[src/rtl/serial_adder_if.sv]
// Operand/result bundle for the bit-serial adder: the request side drives the operands,
// and the adder drives status and result.
interface serial_adder_if #(
  parameter int WIDTH = 8
);
  logic             start;
  logic             sub;
  logic [WIDTH-1:0] a;
  logic [WIDTH-1:0] b;
  logic             busy;
  logic             done;
  logic [WIDTH-1:0] sum;
  logic             carry_out;
  logic             overflow;

  modport master (
    output start, sub, a, b,
    input  busy, done, sum, carry_out, overflow
  );

  modport slave (
    input  start, sub, a, b,
    output busy, done, sum, carry_out, overflow
  );
endinterface

[src/rtl/serial_adder.sv]
// Bit-serial adder/subtractor: one full-adder slice with a registered carry, LSB first.
// Results are registered and held until the next operation completes.
//
// state | meaning
// IDLE  | waiting for start; operands and mode are captured on start
// RUN   | one bit per clock through the slice, WIDTH clocks
// DONE  | done pulse for one cycle, then back to IDLE
module serial_adder #(
  parameter int WIDTH = 8
) (
  input  logic           clk,
  input  logic           rst,
  serial_adder_if.slave  bus
);
  localparam int CW = $clog2(WIDTH) + 1;

  typedef enum logic [1:0] {IDLE, RUN, DONE} state_t;

  state_t           state;
  logic [WIDTH-1:0] a_sr;
  logic [WIDTH-1:0] b_sr;
  logic [WIDTH-1:0] res_sr;
  logic [WIDTH-1:0] sum_r;
  logic [CW-1:0]    cnt;
  logic             c;
  logic             busy_r;
  logic             done_r;
  logic             carry_r;
  logic             ovf_r;
  logic             s;
  logic             c_nxt;

  assign s     = a_sr[0] ^ b_sr[0] ^ c;
  assign c_nxt = (a_sr[0] & b_sr[0]) | (a_sr[0] & c) | (b_sr[0] & c);

  always_ff @(posedge clk or posedge rst) begin
    if (rst) begin
      state   <= IDLE;
      a_sr    <= '0;
      b_sr    <= '0;
      res_sr  <= '0;
      sum_r   <= '0;
      cnt     <= '0;
      c       <= 1'b0;
      busy_r  <= 1'b0;
      done_r  <= 1'b0;
      carry_r <= 1'b0;
      ovf_r   <= 1'b0;
    end else begin
      done_r <= 1'b0;
      case (state)
        IDLE: begin
          if (bus.start) begin
            // Subtraction is a + ~b + 1: invert b and seed the carry with 1.
            a_sr   <= bus.a;
            b_sr   <= bus.sub ? ~bus.b : bus.b;
            c      <= bus.sub;
            cnt    <= '0;
            busy_r <= 1'b1;
            state  <= RUN;
          end
        end
        RUN: begin
          res_sr <= {s, res_sr[WIDTH-1:1]};
          a_sr   <= a_sr >> 1;
          b_sr   <= b_sr >> 1;
          c      <= c_nxt;
          cnt    <= cnt + 1'b1;
          if (cnt == CW'(WIDTH - 1)) begin
            // c here is the carry into the MSB slice; overflow is carry-in xor carry-out.
            sum_r   <= {s, res_sr[WIDTH-1:1]};
            carry_r <= c_nxt;
            ovf_r   <= c_nxt ^ c;
            done_r  <= 1'b1;
            state   <= DONE;
          end
        end
        DONE: begin
          busy_r <= 1'b0;
          state  <= IDLE;
        end
        default: state <= IDLE;
      endcase
    end
  end

  assign bus.busy      = busy_r;
  assign bus.done      = done_r;
  assign bus.sum       = sum_r;
  assign bus.carry_out = carry_r;
  assign bus.overflow  = ovf_r;
endmodule
[src/flat_wrapper.sv]
// flat-port wrapper written by rule: the top's interface ports become plain ports
module serial_adder_flat 
#(
  parameter int WIDTH = 8
)
  (clk, rst, bus_start, bus_sub, bus_a, bus_b, bus_busy, bus_done, bus_sum, bus_carry_out, bus_overflow);
  serial_adder_if #(.WIDTH(WIDTH)) bus_i ();
  input  logic clk;
  input  logic rst;
  input wire logic [$bits(bus_i.start)-1:0] bus_start;
  input wire logic [$bits(bus_i.sub)-1:0] bus_sub;
  input wire logic [$bits(bus_i.a)-1:0] bus_a;
  input wire logic [$bits(bus_i.b)-1:0] bus_b;
  output wire logic [$bits(bus_i.busy)-1:0] bus_busy;
  output wire logic [$bits(bus_i.done)-1:0] bus_done;
  output wire logic [$bits(bus_i.sum)-1:0] bus_sum;
  output wire logic [$bits(bus_i.carry_out)-1:0] bus_carry_out;
  output wire logic [$bits(bus_i.overflow)-1:0] bus_overflow;
  assign bus_i.start = bus_start;
  assign bus_i.sub = bus_sub;
  assign bus_i.a = bus_a;
  assign bus_i.b = bus_b;
  assign bus_busy = bus_i.busy;
  assign bus_done = bus_i.done;
  assign bus_sum = bus_i.sum;
  assign bus_carry_out = bus_i.carry_out;
  assign bus_overflow = bus_i.overflow;
  serial_adder #(.WIDTH(WIDTH)) u_core (.clk(clk), .rst(rst), .bus(bus_i));
endmodule
[config.mk]
export PLATFORM = sky130hd
export DESIGN_NAME = serial_adder_flat
export DESIGN_NICKNAME = d
export VERILOG_FILES = /design/src/rtl/serial_adder_if.sv /design/src/rtl/serial_adder.sv /design/src/flat_wrapper.sv
export SDC_FILE = /design/constraint.sdc
export NUM_CORES = 1
export LEC_CHECK = 0
export ABC_AREA = 1
export CAP_MARGIN = 20
export CORE_UTILIZATION = 42
export CTS_CLUSTER_DIAMETER = 60
export DETAILED_ROUTE_END_ITERATION = 8
export GPL_TIMING_DRIVEN = 0
export PLACE_DENSITY = 0.63
export SETUP_SLACK_MARGIN = 0.5
export SYNTH_ARGS = -nofsm -noshare
export SYNTH_HDL_FRONTEND = slang
export SYNTH_SLANG_ARGS = --single-unit
[constraint.sdc]
create_clock -name clk -period 2.1 [get_ports clk]
set_clock_uncertainty 0.1 [all_clocks]
set_input_delay 0.63 -clock clk [delete_from_list [all_inputs] [get_ports clk]]
set_output_delay 0.63 -clock clk [all_outputs]
set_load 0.05 [all_outputs]
**Word level (Yosys, flattened, before mapping)**

Index checks and enable logic that the tools add are counted.

- Add/sub/neg operators: 1
- Equal/unequal tests: 5
- Multiplexer cells: 16
- Bitwise operators: 9
- Reduce and logical (&&, ||, !) cells: 7

Operators with widths:

| kind | number |
|---|---|
| one-hot mux 8 bit (2 select lines) | 2 |
| two-way mux 8 bit | 3 |
| inverter 8 bit | 1 |
| one-hot mux 4 bit (2 select lines) | 1 |
| AND reduction 2 bit | 4 |
| adder 4 x 1 -> 4 bit (second input constant) | 1 |
| equality test 4 x 3 -> 1 bit (second input constant) | 1 |
| two-way mux 1 bit | 4 |
| two-way mux 2 bit | 2 |
| two-way mux 4 bit | 1 |
| one-hot mux 1 bit (2 select lines) | 2 |
| one-hot mux 2 bit (2 select lines) | 1 |
| nonzero test 2 bit | 2 |
| bitwise AND 1 bit | 3 |
| bitwise XOR 1 bit | 3 |
| equality test 2 x 1 -> 1 bit (second input constant) | 1 |
| equality test 2 bit (second input constant) | 1 |
| zero test 2 bit | 1 |
| inequality test 2 x 1 -> 1 bit (second input constant) | 1 |
| inequality test 2 bit (second input constant) | 1 |
| bitwise OR 1 bit | 2 |

- Register bits: 43
- Input bits: 20
- Output and inout bits: 12
- Logic and storage cells: 49

**Longest topological paths before layout**

Gate-level depths: netlist of the first run.

- Depth after elaboration: 4
- Mapped depth: 7
- Depth with buffers taken out: 6

**Least setup slack after synthesis of the first run**

Ideal clock, no wire load.

- Kind: register -> register
- Start point: register u_core.c
- End point: register u_core.ovf_r (netlist: u_core.bus.overflow)
- Setup time: 0.118 ns
- Arrival time: 1.129 ns
- Required time: 1.882 ns
- Setup slack: 0.753 ns
- Stages on the path, launching flop included: 5
- Path buffers: 0
- Period minus slack after synthesis: 1.347 ns
- Cell sequence: dfrtp_1 > fa_1 > xor2_1 > nand2_1 > nand2_1

- Longest elaborated chain between the ends: 4
- Elaborated cells between the ends (all ways): 5
- Those cells by class: 5 x bitwise

Ends and longest elaborated chain:

| element | RTL line | source |
|---|---|---|
| start, declared | serial_adder.sv:25 | `logic c;` |
| start signal, assigned | serial_adder.sv:57 | `c <= bus.sub;` |
| start signal, assigned | serial_adder.sv:67 | `c <= c_nxt;` |
| bitwise AND 1 bit | serial_adder.sv:34 | `assign c_nxt = (a_sr[0] & b_sr[0]) \| (a_sr[0] & c) \| (b_sr[0] & c);` |
| bitwise OR 1 bit | serial_adder.sv:34 |  |
| bitwise OR 1 bit * | serial_adder.sv:34 |  |
| named net u_core.c_nxt | serial_adder.sv:31 | `logic c_nxt;` |
| bitwise XOR 1 bit * | serial_adder.sv:73 | `ovf_r <= c_nxt ^ c;` |
| end signal, assigned | serial_adder.sv:73 |  |
| end, declared | serial_adder.sv:29 | `logic ovf_r;` |

The timed path passes the listed nets; every way through them passes the cells marked *.
A chain may end at the register's enable or synchronous reset.

**Worst setup path in the final report of the first run**

- Start point: register u_core.sum_r[5] (netlist: u_core.bus.sum[5])
- End point: output port bus_sum[5]

RTL lines:

| element | RTL line | source |
|---|---|---|
| start, declared | serial_adder.sv:23 | `logic [WIDTH-1:0] sum_r;` |
| start signal, assigned | serial_adder.sv:71 | `sum_r <= {s, res_sr[WIDTH-1:1]};` |
| end, declared | flat_wrapper.sv:16 | `output wire logic [$bits(bus_i.sum)-1:0] bus_sum;` |

No word-level cell between the ends.

==> results of run 1 <==
==> worst min-delay path by stage <==
stage	startpoint	endpoint	depth (start not counted)
final	u_core.a_sr[7]	u_core.a_sr[7]	2
after global routing	u_core.a_sr[7]	u_core.a_sr[7]	2
after CTS	u_core.a_sr[7]	u_core.a_sr[7]	2
after detailed placement	u_core.bus.sum[6]	u_core.bus.sum[6]	2
after global placement	u_core.bus.sum[6]	u_core.bus.sum[6]	2
after floorplan	u_core.state[1]	u_core.bus.busy	1
==> repair_timing <==
action | in CTS | in global routing
gates cloned | 0 | 1
hold endpoints to repair | 0 | 0
buffers inserted | 4 | 6
setup endpoints to repair | 12 | 69
gates resized for setup | 84 | 4
==> registers in the layout (all words and copies together), names as in the netlist <==
name	flops
u_core.bus.overflow	1
u_core.cnt	4
u_core.bus.busy	1
u_core.a_sr	8
u_core.bus.done	1
u_core.bus.sum	8
u_core.res_sr	7
u_core.state	2
u_core.b_sr	8
u_core.bus.carry_out	1
u_core.c	1
==> cell type report <==
| cell class | count | area share (%) |
|---|---|---|
| Clock inverter | 3 | 0.847 |
| Inverter | 15 | 2.39 |
| Timing Repair inverter | 1 | 0.299 |
| Multi-Input combinational cell | 183 | 30.9 |
| Buffer | 9 | 2.79 |
| Sequential cell | 42 | 41.9 |
| Tap cell | 52 | 2.59 |
| Timing Repair Buffer | 40 | 15.6 |
| Clock buffer | 5 | 2.74 |
==> cell usage after synthesis <==
cell / n / area share [%]
o21ai_1: 2 / 0.51
nand3_1: 19 / 4.9
fa_1: 1 / 1.0
o21ai_0: 2 / 0.51
nand2_4: 1 / 0.58
a21oi_1: 2 / 0.51
xor2_1: 1 / 0.45
inv_2: 2 / 0.39
buf_2: 4 / 1.0
nand2_1: 146 / 28
buf_6: 2 / 1.2
dfrtp_1: 42 / 54
inv_1: 13 / 2.5
buf_4: 3 / 1.2
xnor2_1: 2 / 0.90
o21ai_2: 1 / 0.45
nand2_2: 1 / 0.32
nand4_1: 1 / 0.32
ha_1: 1 / 0.64
nor2_1: 3 / 0.58
==> cell usage in the layout, fill, tap and decap left out <==
master | netlist | routed
nand2_1 | 146 | 146
dfrtp_1 | 42 | 42
nand3_1 | 19 | 19
clkdlybuf4s50_1 | 0 | 18
buf_6 | 2 | 14
buf_4 | 3 | 13
inv_1 | 13 | 11
clkbuf_8 | 0 | 5
inv_2 | 2 | 3
nor2_1 | 3 | 3
clkinvlp_4 | 0 | 3
buf_2 | 4 | 2
clkbuf_4 | 0 | 2
o21ai_1 | 2 | 2
xnor2_1 | 2 | 2
o21ai_0 | 2 | 2
a21oi_1 | 2 | 2
nand2_4 | 1 | 1
o21ai_2 | 1 | 1
xor2_1 | 1 | 1
nand2_2 | 1 | 1
nand4_1 | 1 | 1
fa_1 | 1 | 1
ha_1 | 1 | 1
clkinv_4 | 0 | 1
clkinv_2 | 0 | 1
==> layer usage <==
metal	GRT usage, %	vias to the layer above
met5	0	-
met4	8.00	0
met2	27.9	33
li1	-	855
met3	4.91	5
met1	22.5	747
==> power breakdown <==
part           switching [mW]  leakage [nW]  internal [mW]
Sequential              0.246         0.531           1.16
Combinational            1.04         0.786          0.731
Clock                   0.295        0.0441          0.234
==> metrics by stage <==
step                      utilization (%)  power (mW)  instance area (um^2)
after floorplan                         -        2.54                  1950
after global placement               52.5        2.98                  2320
after detailed placement             52.5        3.01                  2320
after CTS                            55.6        3.66                  2450
after global routing                 56.9        3.98                  2510
final                                56.9        3.70                  2510
==> cell families (layout without fill, tap and decap cells) <==
group	Yosys count	after routing	share of synthesized area, %
fa+ha+maj	2	2	1.67
xor+xnor	3	3	1.35
compound gates	7	7	1.99
flops	42	42	54.0
buf+inv	24	73	6.23
simple gates	171	171	34.8
==> run summary, run 1 <==
The wire length of the first global-routing pass is between 6000 and 7000 um. In the final layout, the multi-input gates occupy slightly below 800 um^2. In this run the critical register-to-register path is captured at u_core.bus.overflow.

The final-report hold violation count is 0. The minimum setup slack among reg-to-reg paths is just under 0.7 ns. The final-report setup violation count came out at 0.

The path class of the tightest hold or removal check is reg2reg. The die area is approximately 4900 um^2. The total clock buffers created by CTS came out at 5. For this block, the initial DRC count from the detailed router was roughly 100. In the synthesized netlist, the number of instances is approximately 250. The all-layer global routing usage came out at between 10% and 20%.

The filler cell count came out at 407. The initial standard-cell utilization of the core came out at around 44%. The clock latency reported for the late side of the worst-skew pair came out at 0.31 ns. The via count of the first global-routing pass came out at around 1,500.

After floorplanning, the core was sized to cover approximately 4400 um^2. The startpoint of the worst-slack reg-to-reg timing path is u_core.c. At the end of the flow, the number of nets in the layout was roughly 320.

The placer congestion estimate is between 0.8 and 0.9. The number of pins with negative max-slew slack in the final report is 0. The most critical setup path has its startpoint at u_core.bus.sum[5]. The pre-CTS worst setup slack came out at approximately 0.20 ns.

The iteration count of the initial detailed-routing pass came out at 6. Among all stages on the critical path, the largest delay is contributed by dfrtp_1. The share of layout cells above drive strength 1 is 15.8%. The post-route DRC violation count is 0. The post-synth net total is about 270. The mapped netlist covers 1950 um^2. The vias per cell is between 4 and 5.

Dividing the final minimum period by the clock period gives approximately 76%. In the final timing run, aggregate negative setup slack is 0 ns. Synthesis inferred 42 register bits. The count of standard-cell rows is 24. The die width came out at between 70 and 80 um. The worst setup margin is 0.512 ns. Buffers placed on the I/O ports in this run total 30.

TritonCTS built the clock tree. The cell count after placement is 331. In this run the number of cells on the critical path is 1. The endpoint of the most critical setup path is bus_sum[5]. The power per cell area came out at around 1500 nW/um^2. The largest stage delay on the critical path came out at 0.40 ns. IR analysis of the VDD net gives a maximum drop of approximately 0.0004 V. The part of the Yosys area used for sequential elements came out at a little over half.

Walking the worst path, the cells encountered are buf_6. The worst setup path is of the reg2out kind. The routed length on met3 is 139 um.

The wire length on met2 is roughly 1800 um. The length in cells of the worst reg-to-reg path is 4. The number of distinct library cell variants in the gate-level netlist after synthesis came out at 20. The largest net degree at the start of global routing is 43. The HPWL after detailed placement is about 2500 um. The synthesis warning total came out at 0. After detailed routing, the total wire length is around 3900 um. Measured along the y axis, the die boundary spans ~70 um. The relative area change from synthesis to final layout is 28.8%. Setup repair after global routing could not meet its margin everywhere. The clock transition at the registers of the reported paths is roughly 0.090 ns. The slew at the pin closest to its max-slew limit came out at 0.490 ns. Pin placement for this block handled 32 I/O pins. Each instance of the synthesized netlist takes up on average roughly 8 um^2. The H-tree was split into 2 levels. The max-cap violation count is 0. In this design, the largest share of critical-path delay is due to flip-flops. The average detailed-routed wire length per instance came out at 11.2 um. The worst endpoint data arrival time came out at ~0.86 ns. After clock tree synthesis, the flow added hold-fix buffers numbering 0.

For this run the aggregate overflow at the end of global routing stands at 0. The routed layout has around 1,600 vias. The largest fanout of any net on the critical path came out at 2. CTS placed an instance of clkbuf_8 at the clock tree root. After detailed routing, the wire length on met1 is 1880 um. The number of clock sinks is between 40 and 50. The post-route antenna net violation count came out at 0. STA classifies the critical path startpoint as a flip-flop. The flow ran to the end, and the final reports show no timing, DRC or antenna violations. The final cell count without fillers is 350. Routed signal wires occupy layers up through met4.

The number of antenna diodes in the final layout is 0. The register area came out at about 1100 um^2. The kind of end point of the critical path is a primary output. The worst hold margin is roughly 0.38 ns. The worst path required time is 1.37 ns.

The worst path in the final design needs a cycle of between 1.5 and 2 ns, including I/O delays and setup. The analysis attributes to cell leakage a power of ~1.4 nW. The maximum clock insertion buffer count is 2. The peak clock frequency supported by timing came out at ~0.63 GHz. The max-slew headroom at the worst pin came out at between 60% and 70%. The number of antenna violations at the first check in global routing is 0. The number of buffers and inverters on the critical path came out at 1.
Note: power is estimated with default switching activity, not from simulation.
==> run 2: changes to the inputs <==
Clock period 2.1 ns to 1.6 ns, I/O delays scaled along.
==> run 2 against run 1 <==
First-iteration DRC count increased by 36%; register-to-register slack worse by 0.43 ns; power is 71% higher; routed wire length grew 47%; die area stayed put; cell area up 28%; largest cell class is now multi-input gates; worst hold slack better by 0.0030 ns.
==> run summary, run 2 (synthesis gave the netlist of run 1 again) <==
The run finished with clean final reports. The largest stage delay on the critical path is around 0.42 ns. The kind of critical path is reg2out. The final net count came out at between 300 and 400. The routed via count is roughly 1,900. After floorplanning, the core was sized to cover around 4400 um^2. The number of pins with negative max-slew slack in the final report was 0. The die area is about 4900 um^2. The overall routed net length came out at ~5800 um. The leakage power is between 1.5 and 2 nW. In this run, post-CTS hold repair placed 0 buffers.

The final-report hold violation count was 0. The number of clock sinks came out at 42. Clock-pin slew was measured on the worst setup and hold paths at 0.08 ns. Entering global routing, the biggest net connects 22 pins. The share of layout cells above drive strength 1 came out at approximately 47%.

The highest ir drop seen on vdd is between 0.0007 and 0.0008 V. The path class of the tightest hold or removal check is reg2reg. The maximum clock insertion buffer count is 2. The average detailed-routed wire length per instance came out at around 15 um. Total power for the finished layout comes to roughly 6.3 mW.

The cell depth of the worst min-delay path is 2. The number of antenna violations at the first check in global routing came out at 0. The category of cells accounting for the largest share of critical-path delay is flip-flops. The via count of the first global-routing pass was ~1,800.

The placer congestion estimate came out at 0.776. The overall die height is 70.1 um. The finished cells cover approximately 3200 um^2. The boundary pin count came out at 32. The final-report setup violation count came out at 0. In this run the worst path has a maximum fanout of 2. The global route total overflow came out at 0. The clock latency reported for the late side of the worst-skew pair is 0.30 ns. Leaving out fill and tap cells, the most frequent cells in the layout are nand2_1, nand2_2, dfrtp_1. The worst setup path is captured at a primary output. The power per cell area is approximately 2000 nW/um^2. The initial standard-cell utilization of the core is 44.1%. The detailed router finished its first iteration with 135 violations. Global routing used 23.2% of the available tracks across all layers. In this run the core area contains 24 standard-cell rows. Traced cell by cell, the critical path runs through buf_6.

The cell with the biggest individual delay on the critical path is dfrtp_2. Setup repair after global routing could not meet its margin everywhere. The max-cap violation count is 0.

Leaving out fill and tap cells, the most frequent cell in the layout is nand2_1. The HPWL after detailed placement is between 2000 and 3000 um. The first global-routing pass estimated roughly 8600 um of wire. The die width is roughly 70 um. The startpoint identified for the worst hold timing path is u_core.a_sr[7]. The final critical-path share of the clock period came out at roughly nine tenths. For the pin with the worst max-slew slack, the measured transition is 0.599 ns.

The relative area change from synthesis to final layout is 65.4%. TritonCTS built the clock tree. Setup slack on the worst reg-to-reg path comes out at between 0.2 and 0.3 ns.

The worst register-to-register path begins at u_core.state[1]. The pre-antenna-repair detailed-routing pass consisted of 5 iterations. The number of cells on the worst reg-to-reg path is 7. The number of inserted diodes is 0.

The startpoint type of the worst setup path is a flip-flop. Data on the critical path is required at its endpoint by around 1 ns. The maximum level of the CTS H-tree is 2.

The max-slew headroom at the worst pin is about 60%. The vias per cell came out at 5.07. After detailed routing, the number of remaining DRC violations is 0.

The post-route antenna net violation count is 0. The number of buffers and inverters on the critical path is 1. The total clock buffers created by CTS is 5. The worst endpoint data arrival time came out at between 0.8 and 0.9 ns. The number of buffers added on ports came out at 30.

The endpoint identified for the worst register-to-register timing path is u_core.b_sr[4]. The post-route minimum period is between 1 and 1.5 ns. The clock tree root driver cell is clkbuf_8. The placed instances occupy a cell area of roughly 2400 um^2.

For hold timing, the worst endpoint is u_core.a_sr[7]. Based on the critical path, the design can be clocked at up to roughly 0.7 GHz.
run 2: per-stage QoR:
| step | setup WS, ns | setup TNS (ns) | instances | utilization, % | hold slack (ns) |
|---|---|---|---|---|---|
| after floorplan | 0.368 | 0 | 249 | - | 0.335 |
| after global placement | -0.143 | -6.71 | 331 | 54.0 | 0.360 |
| after detailed placement | -0.124 | -6.20 | 331 | 54.0 | 0.363 |
| after CTS | 0.148 | 0 | 369 | 68.6 | 0.389 |
| after global routing | 0.122 | 0 | 377 | 73.0 | 0.407 |
| final | 0.149 | 0 | 377 | 73.0 | 0.387 |
run 2: how the worst max path moves through the flow:
stage          slack, ns  depth (start not counted)         startpoint             endpoint
2_1_floorplan       0.37                          4     u_core.a_sr[0]  u_core.bus.overflow
3_3_place_gp       -0.14                          2                rst    u_core.bus.sum[3]
3_5_place_dp       -0.12                          2                rst    u_core.bus.sum[3]
4_1_cts             0.15                          1  u_core.bus.sum[0]           bus_sum[0]
5_1_grt             0.12                          1  u_core.bus.sum[4]           bus_sum[4]
6_report            0.15                          1  u_core.bus.sum[4]           bus_sum[4]
run 2: final cells by class:
cell class                      instances  area (um^2)
Buffer                                  9          121
Clock buffer                            6         72.6
Clock inverter                          2         10.0
Fill cell                             323         1190
Inverter                               15         87.6
Multi-Input combinational cell        184         1080
Sequential cell                        42         1070
Tap cell                               52         65.1
Timing Repair Buffer                   62          679
Timing Repair inverter                  5         38.8
run 2: power by group:
group	leakage, nW	switching (mW)	total, mW	internal [mW]
clock	0.0450	0.360	0.663	0.303
sequential	0.515	0.437	1.98	1.55
combinational	1.13	2.00	3.70	1.70
total	1.69	2.80	6.35	3.55
run 2: what timing repair did:
action                     4_1_cts  5_1_grt
buffers inserted                20        6
setup endpoints to repair       95       75
gates cloned                    10        2
pin swaps                       30       12
gates resized for setup        166       39
run 2: metal layers:
layer / up-vias / GRT usage, % / wire [um] / share of wire [%]
met4: 0 / 8.67 / 157 / 2.7
met2: 66 / 39.2 / 2880 / 50
met5: - / 0 / 0 / 0
met1: 909 / 29.1 / 2470 / 43
li1: 917 / - / - / -
met3: 20 / 5.05 / 258 / 4.5
